`config.mk`:
```
export PLATFORM = sky130hd
export DESIGN_NAME = fetch_stage
export DESIGN_NICKNAME = d
export VERILOG_FILES = /design/src/rtl/fetch_stage.sv
export SDC_FILE = /design/constraint.sdc
export NUM_CORES = 1
export LEC_CHECK = 0
export CAP_MARGIN = 0
export CORE_ASPECT_RATIO = 1.75
export CORE_UTILIZATION = 42
export DETAILED_ROUTE_END_ITERATION = 10
export PLACE_DENSITY = 0.8
export SLEW_MARGIN = 10
export SYNTH_ARGS = -nofsm -noshare
export SYNTH_HDL_FRONTEND = slang
export SYNTH_SLANG_ARGS = --single-unit
```
`constraint.sdc`:
```
create_clock -name clk_i -period 1.8 [get_ports clk_i]
set_clock_uncertainty 0.05 [all_clocks]
set_input_delay 0.54 -clock clk_i [delete_from_list [all_inputs] [get_ports clk_i]]
set_output_delay 0.54 -clock clk_i [all_outputs]
set_load 0.005 [all_outputs]
```
`src/rtl/fetch_stage.sv`:
```
// fetch_stage: IF stage with PC, IF/ID register and event counters.
// Redirect beats stall beats advance; a synchronous reset beats all three.
//
// Ports:
//   clk_i, rst_i        clock, synchronous active-high reset
//   stall_i             hold PC and IF/ID for this cycle
//   branch_taken_i      redirect to branch_target_i and flush IF/ID
//   branch_target_i     redirect address (bits [1:0] dropped)
//   imem_addr_o         fetch address (the PC register)
//   imem_data_i         instruction at imem_addr_o, same cycle
//   ifid_pc4_o          PC+4 of the instruction in IF/ID
//   ifid_instr_o        instruction in IF/ID (0 when not valid)
//   ifid_valid_o        IF/ID holds a real instruction
//   stall_cnt_o         saturating count of stalled cycles
//   flush_cnt_o         saturating count of redirects
module fetch_stage #(
  parameter logic [31:0] RESET_PC = 32'h0000_0000,
  parameter int unsigned CNT_W    = 16
) (
  input  logic             clk_i,
  input  logic             rst_i,
  input  logic             stall_i,
  input  logic             branch_taken_i,
  input  logic [31:0]      branch_target_i,
  output logic [31:0]      imem_addr_o,
  input  logic [31:0]      imem_data_i,
  output logic [31:0]      ifid_pc4_o,
  output logic [31:0]      ifid_instr_o,
  output logic             ifid_valid_o,
  output logic [CNT_W-1:0] stall_cnt_o,
  output logic [CNT_W-1:0] flush_cnt_o
);

  localparam logic [31:0] RST_PC = {RESET_PC[31:2], 2'b00};
  localparam logic [CNT_W-1:0] CNT_MAX = '1;
  localparam logic [CNT_W-1:0] CNT_ONE = CNT_W'(1);

  logic [31:0]      pc_q, pc_d;
  logic [31:0]      pc4_q, pc4_d;
  logic [31:0]      instr_q, instr_d;
  logic             valid_q, valid_d;
  logic [CNT_W-1:0] stall_cnt_q, stall_cnt_d;
  logic [CNT_W-1:0] flush_cnt_q, flush_cnt_d;

  logic        redir;
  logic        hold;
  logic [31:0] pc_plus4;

  // Make the two event selects mutually exclusive up front.
  assign redir    = branch_taken_i;
  assign hold     = stall_i & ~branch_taken_i;
  assign pc_plus4 = pc_q + 32'd4;

  always_comb begin
    pc_d        = pc_q;
    pc4_d       = pc4_q;
    instr_d     = instr_q;
    valid_d     = valid_q;
    stall_cnt_d = stall_cnt_q;
    flush_cnt_d = flush_cnt_q;
    unique case (1'b1)
      redir: begin
        pc_d    = {branch_target_i[31:2], 2'b00};
        pc4_d   = 32'd0;
        instr_d = 32'd0;
        valid_d = 1'b0;
        if (flush_cnt_q != CNT_MAX)
          flush_cnt_d = flush_cnt_q + CNT_ONE;
      end
      hold: begin
        if (stall_cnt_q != CNT_MAX)
          stall_cnt_d = stall_cnt_q + CNT_ONE;
      end
      default: begin
        pc_d    = {pc_plus4[31:2], 2'b00};
        pc4_d   = pc_plus4;
        instr_d = imem_data_i;
        valid_d = 1'b1;
      end
    endcase
  end

  always_ff @(posedge clk_i) begin
    if (rst_i) begin
      pc_q        <= RST_PC;
      pc4_q       <= 32'd0;
      instr_q     <= 32'd0;
      valid_q     <= 1'b0;
      stall_cnt_q <= '0;
      flush_cnt_q <= '0;
    end else begin
      pc_q        <= pc_d;
      pc4_q       <= pc4_d;
      instr_q     <= instr_d;
      valid_q     <= valid_d;
      stall_cnt_q <= stall_cnt_d;
      flush_cnt_q <= flush_cnt_d;
    end
  end

  assign imem_addr_o  = pc_q;
  assign ifid_pc4_o   = pc4_q;
  assign ifid_instr_o = instr_q;
  assign ifid_valid_o = valid_q;
  assign stall_cnt_o  = stall_cnt_q;
  assign flush_cnt_o  = flush_cnt_q;

endmodule

```
# == Word level (Yosys, flattened, before mapping) ==
# Index checks and enable logic that the tools add are counted.
# Widths: inputs -> output; s select.
# word_totals
wordCells,19
output_inout_bits,129
input_bits,68
ff_bits,129
# op_classes
bitwise,2
n_addsub,3
n_reduce_logical,2
n_eq_ne,2
mux,4
# ops
cell,count
$pmux 32 s2,3
$add 16x1->16 const B,2
$add 32x3->32 const B,1
$ne 16x16->1 const B,2
$reduce_and 2->1,2
$pmux 1 s2,1
$and 1x1->1,1
$not 1->1,1

# == Depth between registers and ports, before layout ==
# Gate-level depths: netlist (run 1).
# depth
word_depth,3
mapped_depth,8
depth_no_buf,5

# == Least setup slack after synthesis (run 1) ==
# No wires, ideal clock.
# synth_path
path_kind,flip-flop to flip-flop
startpoint,register pc_q[2] (netlist: imem_addr_o[2])
endpoint,register pc_q[28] (netlist: imem_addr_o[28])
stages_incl_launch_ff,7
setup_slack_ps,-183
period_less_slack_ps,1983
n_path_buf,1
t_required_ps,1632
arrival_ps,1816
setup_ps,118
cell_sequence,dfxtp_1 -> ha_1 -> and3_1 -> buf_2 -> nand4_1 -> or4_1 -> o2111a_1
# synth_via
elab_chain_cells,2
# synth_lines
item,line_no,text
from (decl),38,"logic [31:0] pc_q, pc_d;"
from (signal assigned),92,pc_q <= pc_d;
$add 32x3->32,52,assign pc_plus4 = pc_q + 32'd4;
$pmux 32 s2,61,unique case (1'b1)
# No other way between the ends. The select of a mux whose other input is x is not followed.
# A chain may end at the register's enable or synchronous reset.

# == Worst setup path after layout (run 1) ==
# layout_path
startpoint,register pc_q[17] (netlist: imem_addr_o[17])
endpoint,register pc4_q[31] (netlist: ifid_pc4_o[31])
# layout_via
elab_chain_cells,2
# layout_lines
item,line_no,text
$add 32x3->32,52,
$pmux 32 s2,61,
to (signal assigned),93,pc4_q <= pc4_d;
to (decl),39,"logic [31:0] pc4_q, pc4_d;"
# No other way between the ends.

==> results.toml, run 1 <==
[clocking]
cts_made_buffers = 17
tritoncts = "yes"
h-tree-depth = 4
cts.clk_slew.worst_paths_ps = 60
worstSkewPairLatency_ps = 420
cts.sinks = 125
cts_buffer_depth = 2
ctsRootBufferMaster = "clkbuf_16"

[critical_path]
slowest_delay_ps = 380
crit_path_max_fanout = 4
crit_top_cell = "buf_4"
reg2reg_from = "imem_addr_o[17]"
timing.rr.end = "ifid_pc4_o[31]"
crit_required_ps = 2040
arrival_ps = 2170
slowest_stage = "o31ai_1"
path_cells = "buf_4 > and4_1 > nand4_1 > buf_4 > o31ai_1 > a31oi_1"
cp-end-kind = "flop"
timing.reg2reg.setup_slack_ps = -130
critPathLaunchType = "flop"
r2r_cells = 6
crit_type = "reg -> reg"

[synthesis]
synth_seq_cells = 125
ys_seq_area_share_pct = 40.7
synth_area_sq_um = 6140
syn_avg_cell_area_sq_um = 8.48
synthCells = 724
async_reset_ff_share_pct = 0
synth_cell_types = 62
synth_ff_type = "dfxtp_1"
netlist_top_cells_area = "dfxtp_1 41%, mux2i_1 5.7%, nor2_1 5.2%, nand3_1 3.2%, or4_1 3.2%"
yosys_warnings = 0
synth_edf_count = 0
synth_top_area_share_pct = 40.7
synth_top_area_cell = "dfxtp_1"

[route]
wl_microns = 25500
drt.antenna.violating_nets = 0
vias = 7664
viasPerCell = 6.05
wire_per_inst_microns = 20.1
drc = 0
drtPass1Iterations = 5
drt_iter0_drc = 499

[cells_and_area]
seq_area_sq_um = 2650
fin_area_sq_um = 10500
fillers = 1001
multi_input_area_sq_um = 3720
drive_gt1_share_pct = 33.6
syn2layout_area_growth_pct = 71.6
fin_nets = 1144
diodes = 0
final_common_cell = "buf_4"
final_core_util_pct = 73.7
final_cell_mix = "172 x buf_4, 124 x dlygate4sd2_1, 84 x nor2_1"

[outcome]
outcome = "finished, violations left"
violations = "setup timing"

[placement]
port_buffers = 190
placement.cell_area_sq_um = 9140
post-place-ws_ps = -603
place.gp.congestion = 0.919
hpwl_microns = 15900

[hold_path]
hold_class = "reg -> reg"
whs_path_depth = 2
min_from = "ifid_valid_o"
min_to = "ifid_valid_o"

[timing]
max_clock_freq_ghz = 0.518
worst_slack_ps = -132
post-route-min-period_ps = 1930
rsz0062_at_grt = "yes"
setup-violations-final = 21
drv_slew = 0
period_share_pct = 107
final_hold_viol_count = 0

[power_and_ir_drop]
power-per-cell-area_nw_per_um2 = 699
peakVddDrop_mv = 0.634
leakage_nw = 4.70

[die]
die_y_microns = 162
core-area_sq_um = 14300
initial_core_util_pct = 43.0
io_pins = 197
rows = 58
dieArea_sq_um = 15100
die_w_microns = 93.4

[grt]
grt_max_degree = 41
grt_pass1_wl_microns = 37100
grt_overflow = 0
grt_antenna_before_repair = 0
first_global_vias = 7436
groute.usage.overall_pct = 31.5

[flow_run]
cap_violations = 0
[how the worst max path moves through the flow]
| stage | start | endpoint | slack (ps) | cells after the start |
|---|---|---|---|---|
| floorplan | branch_taken_i | stall_cnt_o[11] | -50 | 5 |
| global placement | branch_taken_i | imem_addr_o[16] | -540 | 6 |
| detailed placement | branch_taken_i | imem_addr_o[16] | -600 | 6 |
| CTS | imem_addr_o[3] | imem_addr_o[16] | -50 | 8 |
| global route | imem_addr_o[2] | imem_addr_o[16] | -140 | 7 |
| finish | imem_addr_o[17] | ifid_pc4_o[31] | -130 | 6 |
[metrics by stage]
step	hold WS (ps)	instances	TNS, ps	total power, mW
after floorplan	392	727	-246	3.37
after detailed placement	389	1178	-42430	3.96
after global placement	382	1178	-39130	3.94
after CTS	396	1260	-147	7.32
final	391	1266	-972	7.37
after global routing	411	1266	-1840	7.58
[cells in the mapped netlist (all sizes together), types with 13 or more instances]
library cell  count
nand2            49
mux2i            35
o31ai            21
buf              31
clkbuf           24
nand3            39
nor2             85
o211ai           14
a21oi            34
xnor2            13
o21ai            26
or3              16
or4              26
nor3             14
dfxtp           125
nand4            32
[flip-flops by register name (all words and copies together), names as in the netlist]
signal	cells
flush_cnt_o	16
ifid_instr_o	32
imem_addr_o	30
ifid_pc4_o	30
ifid_valid_o	1
stall_cnt_o	16
[layer usage]
layer	GRT usage [%]	vias to the layer above	share of wire [%]
li1	-	3405	-
met1	31.3	3602	34
met2	57.6	498	53
met3	6.93	159	7.1
met4	20.2	0	6.7
met5	0	-	0
[power by group]
| part | total, mW | internal, mW | switching (mW) |
|---|---|---|---|
| combinational | 1.06 | 0.555 | 0.503 |
| clock | 3.40 | 1.95 | 1.45 |
| sequential | 2.91 | 2.85 | 0.0690 |
[worst max-delay path: cells and delay by family (launching register included)]
kind / cells / cell delay, ps
simple gates: 2 / 560
buf+inv: 2 / 330
compound gates: 2 / 520
flops: 1 / 340
[area by class of cell]
type	count	share of cell area (%)
inverters	12	0.427
multi-input cells	535	35.3
well taps	180	2.14
flip-flops and latches	125	25.1
repair buffers	382	31.5
clock inverters	15	1.46
clock buffers	17	4.04
[what timing repair did]
action | in CTS | in global routing
resized for setup | 243 | 67
cloned | 2 | 0
hold buffers | 0 | 0
buffers inserted | 49 | 14
endpoints found under the setup margin | 165 | 57
pin swaps | 12 | 43
[logic make-up after synthesis]
kind of cell               count (synthesis)  share of synthesized area (%)
other                                      1                         0.0611
muxes                                     35                           5.70
AOI/OAI and AO/OA                        145                           16.0
and+or+nand+nor                          326                           28.8
adders and majority gates                  3                          0.611
buffers and inverters                     67                           4.99
DFF                                      125                           40.7
xor gates and xnor gates                  22                           3.14
(Power assumes the default switching activity.)
==> inputs of run 2 (changes only) <==
--- a/config.mk
+++ b/config.mk
@@ -9,6 +9,7 @@
 export CORE_ASPECT_RATIO = 1.75
 export CORE_UTILIZATION = 42
 export DETAILED_ROUTE_END_ITERATION = 10
+export GPL_ROUTABILITY_DRIVEN = 0
 export PLACE_DENSITY = 0.8
 export SLEW_MARGIN = 10
 export SYNTH_ARGS = -nofsm -noshare
==> constraint.sdc (replaced) <==
create_clock -name clk_i -period 1.8 [get_ports clk_i]
set_clock_uncertainty 0.05 [all_clocks]
set_input_delay 0.54 -clock clk_i [delete_from_list [all_inputs] [get_ports clk_i]]
set_output_delay 0.54 -clock clk_i [all_outputs]
set_load 0.05 [all_outputs]
==> run 2 against run 1 <==
The run still ends with setup timing left. Cell area increased by 8.1%. Sequential cell count unchanged. Final cell count decreased by 4.6%. Worst setup slack improved by 51 ps. Fmax increased by 2.7%. Utilization increased by 5.9 points. Critical endpoint is now imem_addr_o[19]. Largest power group unchanged.
==> results.toml, run 2 (same netlist as run 1, synthesis figures left out) <==
[outcome]
outcome = "finished, violations left"
violations = "setup timing"

[critical_path]
arrival_ps = 2140
r2r_cells = 5
slowest_delay_ps = 490
endpoint = "imem_addr_o[19]"
timing.reg2reg.setup_slack_ps = -80
crit_required_ps = 2050
cp-startpoint = "imem_addr_o[9]"
slowest_stage = "or4_4"
reg2reg_from = "imem_addr_o[9]"
critPathLaunchType = "flop"
timing.rr.end = "imem_addr_o[19]"
crit_type = "reg -> reg"
path_cells = "and4_4 > buf_8 > nand2_8 > or4_4 > a311oi_2"
crit_path_max_fanout = 7
cp-end-kind = "flop"

[route]
drc = 0
drtPass1Iterations = 6
wire_per_inst_microns = 22.5
wl_microns = 27200
vias = 7770
viasPerCell = 6.43
drt.antenna.violating_nets = 0
drt_iter0_drc = 905

[grt]
grt_overflow = 0
grt_pass1_wl_microns = 39700
grt_max_degree = 42
met2_usage_pct = 58.1
top_usage_layer = "met2"
groute.usage.overall_pct = 33.9
first_global_vias = 7550
met3_usage_pct = 9.55
grt_antenna_before_repair = 0
use_met1_pct = 35.2

[die]
core-area_sq_um = 14300
die_y_microns = 162
dieArea_sq_um = 15100
die_w_microns = 93.4
rows = 58
io_pins = 197
initial_core_util_pct = 43.0

[flow_run]
cap_violations = 0

[clocking]
tritoncts = "yes"
cts_made_buffers = 17
worstSkewPairLatency_ps = 430
cts_buffer_depth = 2
ctsRootBufferMaster = "clkbuf_16"
cts.clk_slew.worst_paths_ps = 60
h-tree-depth = 4
ctsHoldBuffers = 0
cts.sinks = 125

[placement]
hpwl_microns = 17000
post-place-ws_ps = -734
port_buffers = 190
placedCellCount = 1161

[timing]
rsz0062_at_grt = "yes"
worst_slack_ps = -81.5
tns_ps = -277
max_clock_freq_ghz = 0.532
final_hold_viol_count = 0
setup-violations-final = 10
fin_hold_ws_ps = 460
period_share_pct = 105
drv_slew = 0
post-route-min-period_ps = 1880

[power_and_ir_drop]
p_total_mw = 8.33
leakage_nw = 4.45
peakVddDrop_mv = 0.717
power-per-cell-area_nw_per_um2 = 731

[cells_and_area]
final_cell_mix = "129 x buf_12, 123 x buf_4, 84 x nor2_1"
diodes = 0
syn2layout_area_growth_pct = 85.5
final_common_cell = "buf_12"
final_cells = 1208
largest_reg_flops = 32
fin_nets = 1086
drive_gt1_share_pct = 38.6

[hold_path]
whs_path_depth = 2
hold_class = "reg -> reg"
[run 2: critical path, delay by kind of cell, from the launching register on]
kind,cells,cell delay (ps)
buffers and inverters,1,150
AO/OA/AOI/OAI,1,330
AND/OR/NAND/NOR,3,860
flip-flops,1,360
[run 2: layer usage]
metal / vias up / part of all wire (%)
li1: 3304 / -
met1: 3589 / 32
met2: 636 / 49
met3: 241 / 9.8
met4: 0 / 8.7
met5: - / 0
[run 2: worst min path at each step]
stage / endpoint / slack [ps] / start
after CTS: ifid_valid_o / 460 / ifid_valid_o
final: ifid_valid_o / 460 / ifid_valid_o
after global placement: ifid_valid_o / 420 / ifid_valid_o
after global routing: ifid_valid_o / 480 / ifid_valid_o
after detailed placement: ifid_valid_o / 440 / ifid_valid_o
after floorplan: stall_cnt_o[3] / 530 / stall_cnt_o[3]
[run 2: cell type report]
class,instances,area [sq um]
clock buffer,25,528
timing repair buffer,324,4220
sequential,125,2640
fill,759,2900
multi-input combinational,535,3620
inverter,12,45.0
clock inverter,7,120
tap,180,225
[run 2: through the flow]
step,util (%),area (sq um)
2_1_floorplan,-,6440
3_3_place_gp,72.9,10400
3_5_place_dp,72.9,10400
4_1_cts,78.1,11200
5_1_grt,79.7,11400
6_report,79.7,11400
[run 2: repair_timing]
action | CTS | global route
setup endpoints to repair | 105 | 40
gates resized for setup | 26 | 32
buffers inserted | 3 | 11
pin swaps | 9 | 20
cloned | 0 | 1
[run 2: where the power goes]
group | total, mW | internal (mW) | switching [mW]
registers | 3.00 | 2.85 | 0.145
logic | 1.56 | 0.734 | 0.821
clock network | 3.78 | 2.46 | 1.31
total | 8.33 | 6.05 | 2.28
==> RTL edit 1: new RTL, settings of run 2 <==
`CNT_W`: 16 -> 20.
--- a/src/rtl/fetch_stage.sv
+++ b/src/rtl/fetch_stage.sv
@@ -17,3 +17,3 @@
   parameter logic [31:0] RESET_PC = 32'h0000_0000,
-  parameter int unsigned CNT_W    = 16
+  parameter int unsigned CNT_W    = 20
 ) (
Interface: changed (resized flush_cnt_o and stall_cnt_o); port bits go from 197 to 205. The function was not compared with the original's and may differ.
==> RTL edit 1 against run 2 <==
- the flow still finishes with violations (setup timing)
- sequential share of layout area is 0.88 points higher
- largest cell class unchanged
- synthesized area rose by 2.2%
- routed wire length down 14%
- sequential power is 3% higher
- global-route usage decreased by 5.2 points
- hold slack got worse by 0.019 ns
- final area rose by 3.5%
- total power decreased by 2.3%
- sequential cell count is 8 higher
- worst setup slack lost 0.029 ns
==> RTL edit 1: results (changes against run 2) <==
Status:
- Run status: complete, but fails checks (unchanged).
- Violated checks: setup timing (unchanged).

Critical path:
- The depth of the worst register-to-register path is 7 (was 5).
- The peak fanout along the critical path is 5 (was 7).
- The startpoint of the worst setup timing path is imem_addr_o[13] (was imem_addr_o[9]).
- The end point of the critical path is imem_addr_o[22] (was imem_addr_o[19]).
- The cell with the biggest individual delay on the critical path is dfxtp_4 (was or4_4).

Synthesis:
- The portion of netlist area occupied by mux cells is 0.0654 (was 0.0570).
- Most frequent cells after synthesis: dfxtp_1 (133), nor2_1 (111), xnor2_1 (58) (was dfxtp_1 (125), nor2_1 (85), nand2_1 (48)).
- The complex-gate fraction of the synthesized area is 0.103 (was 0.160).
- The arithmetic-cell share of the synthesized area counting full adders, half adders and majority gates is 0.00598 (was 0.00611).
- Leading post-synthesis cells by cell area: dfxtp_1 (42%), xnor2_1 (8.1%), nor2_1 (6.6%) (was dfxtp_1 (41%), mux2i_1 (5.7%), nor2_1 (5.2%)).
- The fraction of the yosys area taken by sequential cells is 0.424 (was 0.407).
- The number of distinct library cells after synthesis is 61 (was 62).

Timing:
- The final setup slack of the worst path is -0.111 ns (was -0.0815 ns).
- The final worst hold slack came to 0.441 ns (was 0.460 ns).
- The post-route setup TNS is -0.722 ns (was -0.277 ns).
- The setup-violating endpoint count in the final report is 16 (was 10).

Placed design:
- The count of buffers from port buffering is 198 (was 190).
- The area after detailed placement is 10800 um^2 (was 10400 um^2).
- The pre-CTS setup slack came to -0.599 ns (was -0.734 ns).
- The cell count after placement was 1155 (was 1161).
- The final HPWL from detailed placement is 16200 um (was 17000 um).

Finish:
- The share of post-route cells with drive strength above 1 is 0.419 (was 0.386).
- The number of cells in the finished layout apart from fillers came to 1201 (was 1208).
- The number of nets in the layout is 1079 (was 1086).

Clocking:
- The post-cts resize count is 29 (was 26).

Global routing:
- The number of global-route vias before repair is 6812 (was 7550).
- The global-route wire length before repair came to 34300 um (was 39700 um).
- The maximum number of pins on one net before global-route repair is 55 (was 42).

Routing:
- The starting DRC count in detailed routing was 302 (was 905).
- The number of detailed-route iterations in the first pass is 5 (was 6).
- The routed length per placed instance was 19.5 um (was 22.5 um).
- The number of vias per cell is 5.60 (was 6.43).

Hold path:
- The hold path endpoint is ifid_pc4_o[29] (was ifid_valid_o).

Power and ir drop:
- The switching portion of total power was 0.275 (was 0.274).
- The worst ir drop on vdd is 590 uV (was 717 uV).
- The power per standard cell area is 690 nW/um^2 (was 731 nW/um^2).
[RTL edit 1: changes by cell type after synthesis, sizes merged, moves of 8 or more]
| cell | run 2 | this run |
|---|---|---|
| xnor2 | 13 | 58 |
| nor2 | 85 | 111 |
| o31ai | 21 | 2 |
| or4 | 26 | 7 |
| nand3 | 39 | 24 |
| nand4 | 32 | 17 |
| o211ai | 14 | 3 |
| a211oi | 7 | 17 |
| dfxtp | 125 | 133 |
| xor2 | 9 | 17 |
[RTL edit 1: cell type report]
class | count | area (um^2)
Clock inverter | 11 | 121
Timing Repair Buffer | 318 | 4320
Sequential cell | 133 | 2840
Tap cell | 180 | 225
Clock buffer | 21 | 472
Fill cell | 823 | 2720
Inverter | 13 | 48.8
Multi-Input combinational cell | 525 | 3770
[RTL edit 1: layer usage]
layer,global-route usage,wire length (um),vias up
met4,0.164,1400,0
met2,0.543,13000,326
met1,0.284,7850,3219
li1,-,-,3072
met5,0,0,-
met3,0.0519,1160,106
==> RTL edit 2: new RTL, settings of run 2 <==
Made on the original files. Make the reset (`rst_i`) asynchronous in one clocked block. Comments in the files are not updated.
--- a/src/rtl/fetch_stage.sv
+++ b/src/rtl/fetch_stage.sv
@@ -82,3 +82,3 @@
 
-  always_ff @(posedge clk_i) begin
+  always_ff @(posedge clk_i or posedge rst_i) begin
     if (rst_i) begin
Check against the original RTL: differs if rst_i is asserted again (counterexample within 4 cycles, from zero or initial values and one cycle with rst_i high); with rst_i held inactive, the same outputs for 4 cycles.
==> RTL edit 2 against run 2 <==
- the run still ends with setup timing left
- die area is 3.0% higher
- sequential cell count stayed put
- via count is 7.1% lower
- routed wire length rose by 1.7%
- final area increased by 7.5%
- highest routed layer unchanged
- synthesized area is 3.1% higher
- worst setup slack got worse by 0.49 ns
Power is not compared: it rests on default switching activity, and its combinational part moved more than twofold at a synthesized area within 25%.
==> RTL edit 2: results (changes against run 2) <==
Status:
- Run status: complete, but fails checks (unchanged).
- Violated checks: setup timing (unchanged).

Power and ir drop:
- For the sequential group, total power comes out at 0.00355 W.
- The share of total power in the clock network is 0.342.
- Per report_power, the Clock row totals 0.00408 W.
- The total leakage power is 5.24 nW.
- The worst ir drop on vdd is 1190 uV.
- Of the total power, the share spent switching nets is 0.348.

Routing:
- The post-route DRC violation count is 0 (unchanged).
- The starting DRC count in detailed routing is 704 (was 905).
- The number of detailed-route iterations in the first pass is 6 (unchanged).
- The routed length per placed instance was 23.7 um (was 22.5 um).
- The wire length after detailed routing is 27700 um (was 27200 um).
- The via count of the routed design is 7215 (was 7770).

Placed design:
- The area after detailed placement is 10800 um^2 (was 10400 um^2).
- The cell count after placement is 1101 (was 1161).
- The pre-CTS setup slack came to -0.435 ns (was -0.734 ns).
- The final HPWL from detailed placement is 15800 um (was 17000 um).
- The count of buffers from port buffering came to 190 (unchanged).

Finish:
- The share of post-route cells with drive strength above 1 is 0.480 (was 0.386).
- The antenna diode count was 0 (unchanged).
- The number of flip-flops under the largest register name is 32 (unchanged).
- The number of nets in the layout is 1042 (was 1086).

Clocking:
- The H-tree level count was 4 (unchanged).
- The number of CTS-inserted buffers is 17 (unchanged).
- Clock-pin slew was measured on the worst setup and hold paths at 0.07 ns.
- The maximum buffer depth of the clock tree is 2 (unchanged).
- The cell chosen for the clock root is clkbuf_16 (unchanged).
- The clock latency of the later-clocked register in the worst-skew pair is 0.43 ns (about the same).

Global routing:
- The met3 usage in global routing is 0.0732 (was 0.0955).
- The met2 track demand over resource in global routing came to 0.555 (was 0.581).
- The routing usage on met1 came to 0.313 (was 0.352).
- The maximum number of pins on one net before global-route repair is 57 (was 42).
- The combined global-route utilization of all metal layers is 0.311 (was 0.339).
- The global-route wire length before repair came to 36500 um (was 39700 um).
- The initial antenna violation count is 0 (unchanged).
- The number of global-route vias before repair is 7068 (was 7550).

Synthesis:
- Most frequent cells after synthesis: dfrtp_1 (125), nor2_1 (78), nand2_1 (50) (was dfxtp_1 (125), nor2_1 (85), nand2_1 (48)).
- The number of distinct library cells after synthesis is 51 (was 62).
- Leading post-synthesis cells by cell area: dfrtp_1 (49%), mux2i_1 (5.2%), nor2_1 (4.6%) (was dfxtp_1 (41%), mux2i_1 (5.7%), nor2_1 (5.2%)).
- The async set-reset flop share out of synthesis came to 1.00 (was 0).
- The warning count from the yosys run is 0 (unchanged).
- The number of standard cells after synthesis was 653 (was 724).
- The fraction of the yosys area taken by sequential cells is 0.494 (was 0.407).

Timing:
- The setup-violating endpoint count in the final report was 56 (was 10).
- Measured against its own limit, the worst slew margin works out to 0.571.
- The post-route setup TNS is -11.26 ns (was -0.277 ns).
- The final setup slack of the worst path is -0.567 ns (was -0.0815 ns).

Floorplanning:
- The effective utilization at floorplan is 0.429 (was 0.430).

Hold path:
- The worst min-delay path class was register to register (unchanged).

Critical path:
- The peak fanout along the critical path is 9 (was 7).
- The arrival time at the worst endpoint was 2.60 ns (was 2.14 ns).
[RTL edit 2: cell count changes in the layout (fill, tap and decap cells not counted), moves of 11 or more]
| cell | run 2 | this run |
|---|---|---|
| dfxtp_2 | 27 | 0 |
| dfxtp_4 | 27 | 0 |
| o211ai_1 | 14 | 3 |
| or4_4 | 4 | 15 |
| dfrtp_1 | 0 | 69 |
| o31ai_1 | 20 | 6 |
| a21oi_1 | 34 | 18 |
| dfxtp_1 | 71 | 0 |
| or4_1 | 22 | 5 |
| nand3_1 | 36 | 12 |
| buf_6 | 5 | 29 |
| dfrtp_2 | 0 | 56 |
[RTL edit 2: final timing paths]
kind / start / endpoint / slack [ns] / depth (start not counted)
worst max-delay path: imem_addr_o[9] / imem_addr_o[24] / -0.57 / 7
worst min-delay path: stall_cnt_o[14] / stall_cnt_o[14] / 0.47 / 1
worst max register to register: imem_addr_o[9] / imem_addr_o[24] / -0.57 / 7
worst min register to register: stall_cnt_o[14] / stall_cnt_o[14] / 0.47 / 1
max in group asynchronous: rst_i / flush_cnt_o[9] / 0.81 / 3
min in group asynchronous: rst_i / imem_addr_o[24] / 0.55 / 3
[RTL edit 2: cell families (layout without fill, tap and decap cells)]
kind of cell    count (synthesis)  count (layout)  synth area share
mux                            38              38            0.0611
compound gates                121             121             0.126
flops                         125             125             0.494
other cells                     1               4          0.000592
buf+inv                        64             392            0.0425
simple gates                  260             260             0.213
fa+ha+maj                       3               3           0.00593
xor+xnor                       41              41            0.0567
[RTL edit 2: per-layer routing]
metal  vias to the layer above  wire length, um
met4                         0             2210
li1                       3005                -
met2                       547            14200
met5                         -                0
met1                      3456             8680
met3                       207             2530
[RTL edit 2: worst max-delay path, cell delays in order, from the launching register on]
cell and delay (ns):
dfrtp_2 0.39, nand4_1 0.19, buf_4 0.20, buf_4 0.18, or3_4 0.35, buf_6 0.14, o31ai_1 0.56, a31oi_4 0.17
[RTL edit 2: what timing repair did]
action | 4_1_cts | 5_1_grt
pin swaps | 19 | 49
setup endpoints to repair | 39 | 49
cloned | 0 | 0
setup buffers | 16 | 24
resized for setup | 37 | 80
[RTL edit 2: metrics by stage]
stage	hold slack (ns)	util
global route	0.477	0.829
global placement	0.451	0.730
detailed placement	0.457	0.730
finish	0.470	0.829
floorplan	0.606	-
CTS	0.470	0.795
[RTL edit 2: area by class of cell]
type / count / area, um^2
Fill cell: 722 / 2520
Tap cell: 183 / 229
Timing Repair Buffer: 346 / 4500
Sequential cell: 125 / 3200
Clock inverter: 15 / 258
Inverter: 14 / 56.3
Clock buffer: 17 / 425
Multi-Input combinational cell: 467 / 3580
